==> config.mk <==
export PLATFORM = sky130hd
export DESIGN_NAME = controlador_mult_matriz
export DESIGN_NICKNAME = d
export VERILOG_FILES = /design/src/rtl/pkg_coproc.sv /design/src/rtl/linha_produto.sv /design/src/rtl/controlador_mult_matriz.sv
export SDC_FILE = /design/constraint.sdc
export NUM_CORES = 2
export LEC_CHECK = 0
export ABC_CLOCK_PERIOD_IN_PS = 28300
export CAP_MARGIN = 10
export CORE_MARGIN = 2
export CORE_UTILIZATION = 39
export DETAILED_ROUTE_END_ITERATION = 6
export DONT_BUFFER_PORTS = 1
export HOLD_SLACK_MARGIN = 0.03
export PLACE_DENSITY_LB_ADDON = 0.08
export SYNTH_ARGS = -nofsm -noshare
export SYNTH_HDL_FRONTEND = slang
export SYNTH_SLANG_ARGS = --single-unit
==> constraint.sdc <==
create_clock -name clk -period 28.3 [get_ports clk]
set_clock_uncertainty 0.05 [all_clocks]
set_input_delay 4.245 -clock clk [delete_from_list [all_inputs] [get_ports clk]]
set_output_delay 4.245 -clock clk [all_outputs]
set_load 0.02 [all_outputs]
==> src/rtl/pkg_coproc.sv <==
// Shared constants, state encoding and element indexing for the matrix-multiply coprocessor.
package pkg_coproc;

    localparam int DIM     = 5;
    localparam int LARG    = 8;
    localparam int TAM_MAX = DIM;
    localparam int LIN_W   = LARG * DIM;
    localparam int MAT_W   = LARG * DIM * DIM;

    typedef enum logic [1:0] {
        OCIOSO,
        CALCULA,
        CONCLUI
    } estado_t;

    // Bit offset of element (l,c) in a flattened row-major matrix.
    function automatic int idx(input int l, input int c);
        return LARG * (c + DIM * l);
    endfunction

endpackage

==> src/rtl/linha_produto.sv <==
// One result row: DIM signed dot products of an A row against the columns of B,
// truncated to LARG bits (wrap-around).
module linha_produto
    import pkg_coproc::*;
(
    input  logic [LIN_W-1:0] linha_a,
    input  logic [MAT_W-1:0] matriz_b,
    output logic [LIN_W-1:0] linha_r
);

    localparam int PROD_W = 2 * LARG;
    localparam int SOMA_W = 2 * LARG + 3;

    logic signed [PROD_W-1:0] prod;
    logic signed [SOMA_W-1:0] soma;

    always_comb begin
        linha_r = '0;
        prod    = '0;
        soma    = '0;
        for (int c = 0; c < DIM; c++) begin
            soma = '0;
            for (int j = 0; j < DIM; j++) begin
                prod = $signed(linha_a[LARG*j +: LARG]) * $signed(matriz_b[idx(j, c) +: LARG]);
                soma = soma + SOMA_W'(prod);
            end
            linha_r[LARG*c +: LARG] = soma[LARG-1:0];
        end
    end

endmodule

==> src/rtl/controlador_mult_matriz.sv <==
// Sequencer for the row-at-a-time signed matrix multiply: latches masked operands,
// writes one result row per clock, then pulses pronto.
module controlador_mult_matriz
    import pkg_coproc::*;
(
    input  logic             clk,
    input  logic             rst_n,
    input  logic             inicio,
    input  logic [2:0]       tamanho,
    input  logic [MAT_W-1:0] matriz_a,
    input  logic [MAT_W-1:0] matriz_b,
    output logic             ocupado,
    output logic             pronto,
    output logic             erro,
    output logic [MAT_W-1:0] matriz_result
);

    estado_t          estado_q;
    logic [2:0]       linha_q;
    logic [2:0]       n_q;
    logic [MAT_W-1:0] a_q;
    logic [MAT_W-1:0] b_q;
    logic [MAT_W-1:0] result_q;
    logic             ocupado_q;
    logic             pronto_q;
    logic             erro_q;

    logic [LIN_W-1:0] linha_sel;
    logic [LIN_W-1:0] linha_res;
    logic             tamanho_ok;

    // Zero every element outside the active N x N corner so the full-width datapath
    // leaves rows and columns >= N at zero.
    function automatic logic [MAT_W-1:0] mascara(input logic [MAT_W-1:0] m, input logic [2:0] n);
        logic [MAT_W-1:0] r;
        r = '0;
        for (int l = 0; l < DIM; l++)
            for (int c = 0; c < DIM; c++)
                if (l < int'(n) && c < int'(n))
                    r[idx(l, c) +: LARG] = m[idx(l, c) +: LARG];
        return r;
    endfunction

    assign tamanho_ok = (tamanho != 3'd0) && (int'(tamanho) <= TAM_MAX);

    always_comb begin
        linha_sel = '0;
        for (int l = 0; l < DIM; l++)
            if (linha_q == 3'(l))
                linha_sel = a_q[LIN_W*l +: LIN_W];
    end

    linha_produto u_linha_produto (
        .linha_a  (linha_sel),
        .matriz_b (b_q),
        .linha_r  (linha_res)
    );

    always_ff @(posedge clk or negedge rst_n) begin
        if (!rst_n) begin
            estado_q  <= OCIOSO;
            linha_q   <= '0;
            n_q       <= '0;
            a_q       <= '0;
            b_q       <= '0;
            result_q  <= '0;
            ocupado_q <= 1'b0;
            pronto_q  <= 1'b0;
            erro_q    <= 1'b0;
        end else begin
            pronto_q <= 1'b0;
            erro_q   <= 1'b0;
            case (estado_q)
                OCIOSO: begin
                    if (inicio) begin
                        if (tamanho_ok) begin
                            a_q       <= mascara(matriz_a, tamanho);
                            b_q       <= mascara(matriz_b, tamanho);
                            n_q       <= tamanho;
                            result_q  <= '0;
                            linha_q   <= '0;
                            ocupado_q <= 1'b1;
                            estado_q  <= CALCULA;
                        end else begin
                            erro_q <= 1'b1;
                        end
                    end
                end
                CALCULA: begin
                    for (int l = 0; l < DIM; l++)
                        if (linha_q == 3'(l))
                            result_q[LIN_W*l +: LIN_W] <= linha_res;
                    if (linha_q == n_q - 3'd1)
                        estado_q <= CONCLUI;
                    else
                        linha_q <= linha_q + 3'd1;
                end
                CONCLUI: begin
                    pronto_q  <= 1'b1;
                    ocupado_q <= 1'b0;
                    estado_q  <= OCIOSO;
                end
                default: estado_q <= OCIOSO;
            endcase
        end
    end

    assign ocupado       = ocupado_q;
    assign pronto        = pronto_q;
    assign erro          = erro_q;
    assign matriz_result = result_q;

endmodule
==> flow_summary.toml <==
[outcome]
status = "finished, violations left"
violations = "slew limit"

[timing]
worstMarginPinSlew_ps = 1840
hold_viol_final = 0
fin_setup_tns_ps = 0
fmax_ghz = 0.0939
final_max_slew_viol_count = 152
period_minus_slack_ps = 10650
setup_viol = 0
setup_ws_ps = 17650
rsz0062_at_grt = "no"
max_slew_margin_pct = -22.5
finalCritPeriodShare_pct = 37.6

[placement]
hpwl_um = 145000
port_buffers = 0
place_ws_ps = 17680
place_area_sq_um = 53100
gp_congestion = 0.906

[floorplan]
fp.coreArea_sq_um = 131000
dieArea_sq_um = 135000
start_util_pct = 39.3
die_h_um = 368
ios = 609
die_w_um = 368
fp-row-count = 133

[finish]
area_growth_pct = 7.93
finalNetCount = 6837
fillCellCount = 13300
fin_area_sq_um = 55600
drive_gt1_share_pct = 4.71

[cts]
cts_setup_buffers = 0
htreeDepth = 3
clk_pin_slew_ps = 60
clockRootBuffer = "clkbuf_16"
hold_buffers = 0
cts_tree = "done"
clockBufferDepth = 3
cts_sinks = 611
worstSkewPairLatency_ps = 690
cts_buffers = 74
cts_resized = 0

[logic_synthesis]
synthMostInstantiatedCell = "nand2_1"
yosysSeqAreaShare_pct = 29.7
ys_types = 58
synth.avg_cell_area_sq_um = 9.05
async_flop_share_pct = 100
synth-seq-cells = 611
synth_top_area_share_pct = 29.7
syn-num-nets = 7000
synth_flop_cell = "dfrtp_1"
synth_edf_count = 0
yosys_warnings = 0
synth_top_cell_by_area = "dfrtp_1"
netlist_area_sq_um = 51500
synth_area_leaders = "dfrtp_1, fa_1, ha_1"
synth_cells = 5693
ys_top_cells_by_count = "nand2_1, inv_1, o21ai_0"

[critical_path]
cp_slowest_cell = "or2_2"
required_ps = 28800
end_kind = "flop"
setup.worst_path.end = "matriz_result[191]"
rrSetupSlack_ps = 17650
crit_start = "linha_q[0]"
cpLargestDelayFamily = "adder cells"
r2r_start = "linha_q[0]"
path_max_fanout = 40
critical_path_depth = 28
cp.arrival_ps = 11140
startpoint_type = "flop"
crit_top_cell = "fa_1"
crit_buf_inv = 4
r2r_cells = 28
slowest_delay_ps = 600
r2r_end = "matriz_result[191]"
critPathKind = "reg -> reg"

[route]
first_pass_iters = 6
antenna_left = 0
drt-total-wl_um = 183000
drc = 0
viasPerCell = 5.07
vias = 37300
initialDrtViolationCount = 2765
avgRoutedWirePerCell_um = 24.8

[global_route]
grt.total_usage_pct = 27.2
antenna_found_initial = 23
grtUsageMet1_pct = 32.5
grtUsageMet3_pct = 3.33
grt_pass1_wl_um = 268000
grt_pass1_vias = 39400
grt_max_degree = 612
overflow = 0
grt_use_met2_pct = 48.8
busiest_layer = "met2"

[hold_path]
hp-class = "reg -> reg"

[job]
max_cap_violations = 0
[logic make-up (layout without fill, tap and decap cells)]
group / Yosys count / after routing / synth area share [%]
multiplexers: 28 / 28 / 0.612
AO/OA/AOI/OAI: 806 / 806 / 8.67
XOR/XNOR: 382 / 382 / 8.02
flip-flops: 611 / 611 / 29.7
adder cells (fa/ha/maj): 901 / 901 / 28.4
AND/OR/NAND/NOR: 2003 / 2003 / 17.4
buffers and inverters: 962 / 853 / 7.24
other: 0 / 18 / 0
[cells in the final DEF, fill, tap and decap left out, types with 19 or more instances in the layout]
master / netlist / routed
a21oi_1: 66 / 63
xnor2_1: 262 / 262
nor2b_1: 63 / 63
nand3b_1: 34 / 34
mux2_2: 28 / 28
clkbuf_8: 0 / 19
dfrtp_1: 611 / 611
nand3_1: 25 / 25
clkbuf_16: 0 / 76
xnor3_1: 50 / 50
fa_1: 450 / 450
o21ai_0: 630 / 629
ha_1: 451 / 447
nand2_1: 1412 / 1407
inv_1: 664 / 664
xor2_1: 63 / 63
and2_1: 405 / 405
nor2_1: 29 / 27
buf_4: 9 / 57
[routing by layer]
| layer | vias up | wire (um) | share of wire [%] |
|---|---|---|---|
| li1 | 17500 | - | - |
| met1 | 18700 | 71500 | 39 |
| met2 | 886 | 94500 | 52 |
| met3 | 279 | 7330 | 4.0 |
| met4 | 10 | 9080 | 5.0 |
| met5 | - | 74 | 0.041 |
[worst min-delay path by stage]
stage	cells past startpoint	start	endpoint	slack, ps
after CTS	2	a_q[18]	a_q[18]	430
final	2	a_q[18]	a_q[18]	420
after global placement	2	a_q[98]	a_q[98]	410
after global routing	2	a_q[24]	a_q[24]	440
after detailed placement	2	a_q[18]	a_q[18]	410
after floorplan	2	a_q[186]	a_q[186]	390
[worst register-to-register path, delay by kind of cell, from the launching register on]
| kind | cells | cell delay [ps] |
|---|---|---|
| compound gates | 4 | 800 |
| buf+inv | 4 | 830 |
| flops | 1 | 430 |
| simple gates | 3 | 1470 |
| xor+xnor | 6 | 1820 |
| fa+ha+maj | 11 | 5100 |
[per-stage QoR]
step	cells	hold slack, ps	utilization (%)
6_report	7357	422	42.4
5_1_grt	7354	445	42.4
4_1_cts	7339	426	42.3
3_5_place_dp	7209	412	40.4
3_3_place_gp	7209	406	40.4
2_1_floorplan	5693	391	-
[state kept, by name (all words and copies together), names as in the netlist]
register and count:
estado_q 2, ocupado 1, a_q 200, matriz_result 200, b_q 200, erro 1, linha_q 3, n_q 3
pronto 1
[cell type report]
type | instances | area [sq um] | area share [%]
Clock buffer | 108 | 2210 | 3.98
Timing Repair Buffer | 58 | 448 | 0.805
Inverter | 665 | 2500 | 4.49
Tap cell | 1755 | 2200 | 3.95
Multi-Input combinational cell | 4120 | 32700 | 58.7
Clock inverter | 22 | 274 | 0.493
Antenna cell | 18 | 45.0 | 0.0810
Sequential cell | 611 | 15300 | 27.5
Power is not shown: default switching activity piles up to over one toggle a cycle in this logic, so the estimate is an artifact.
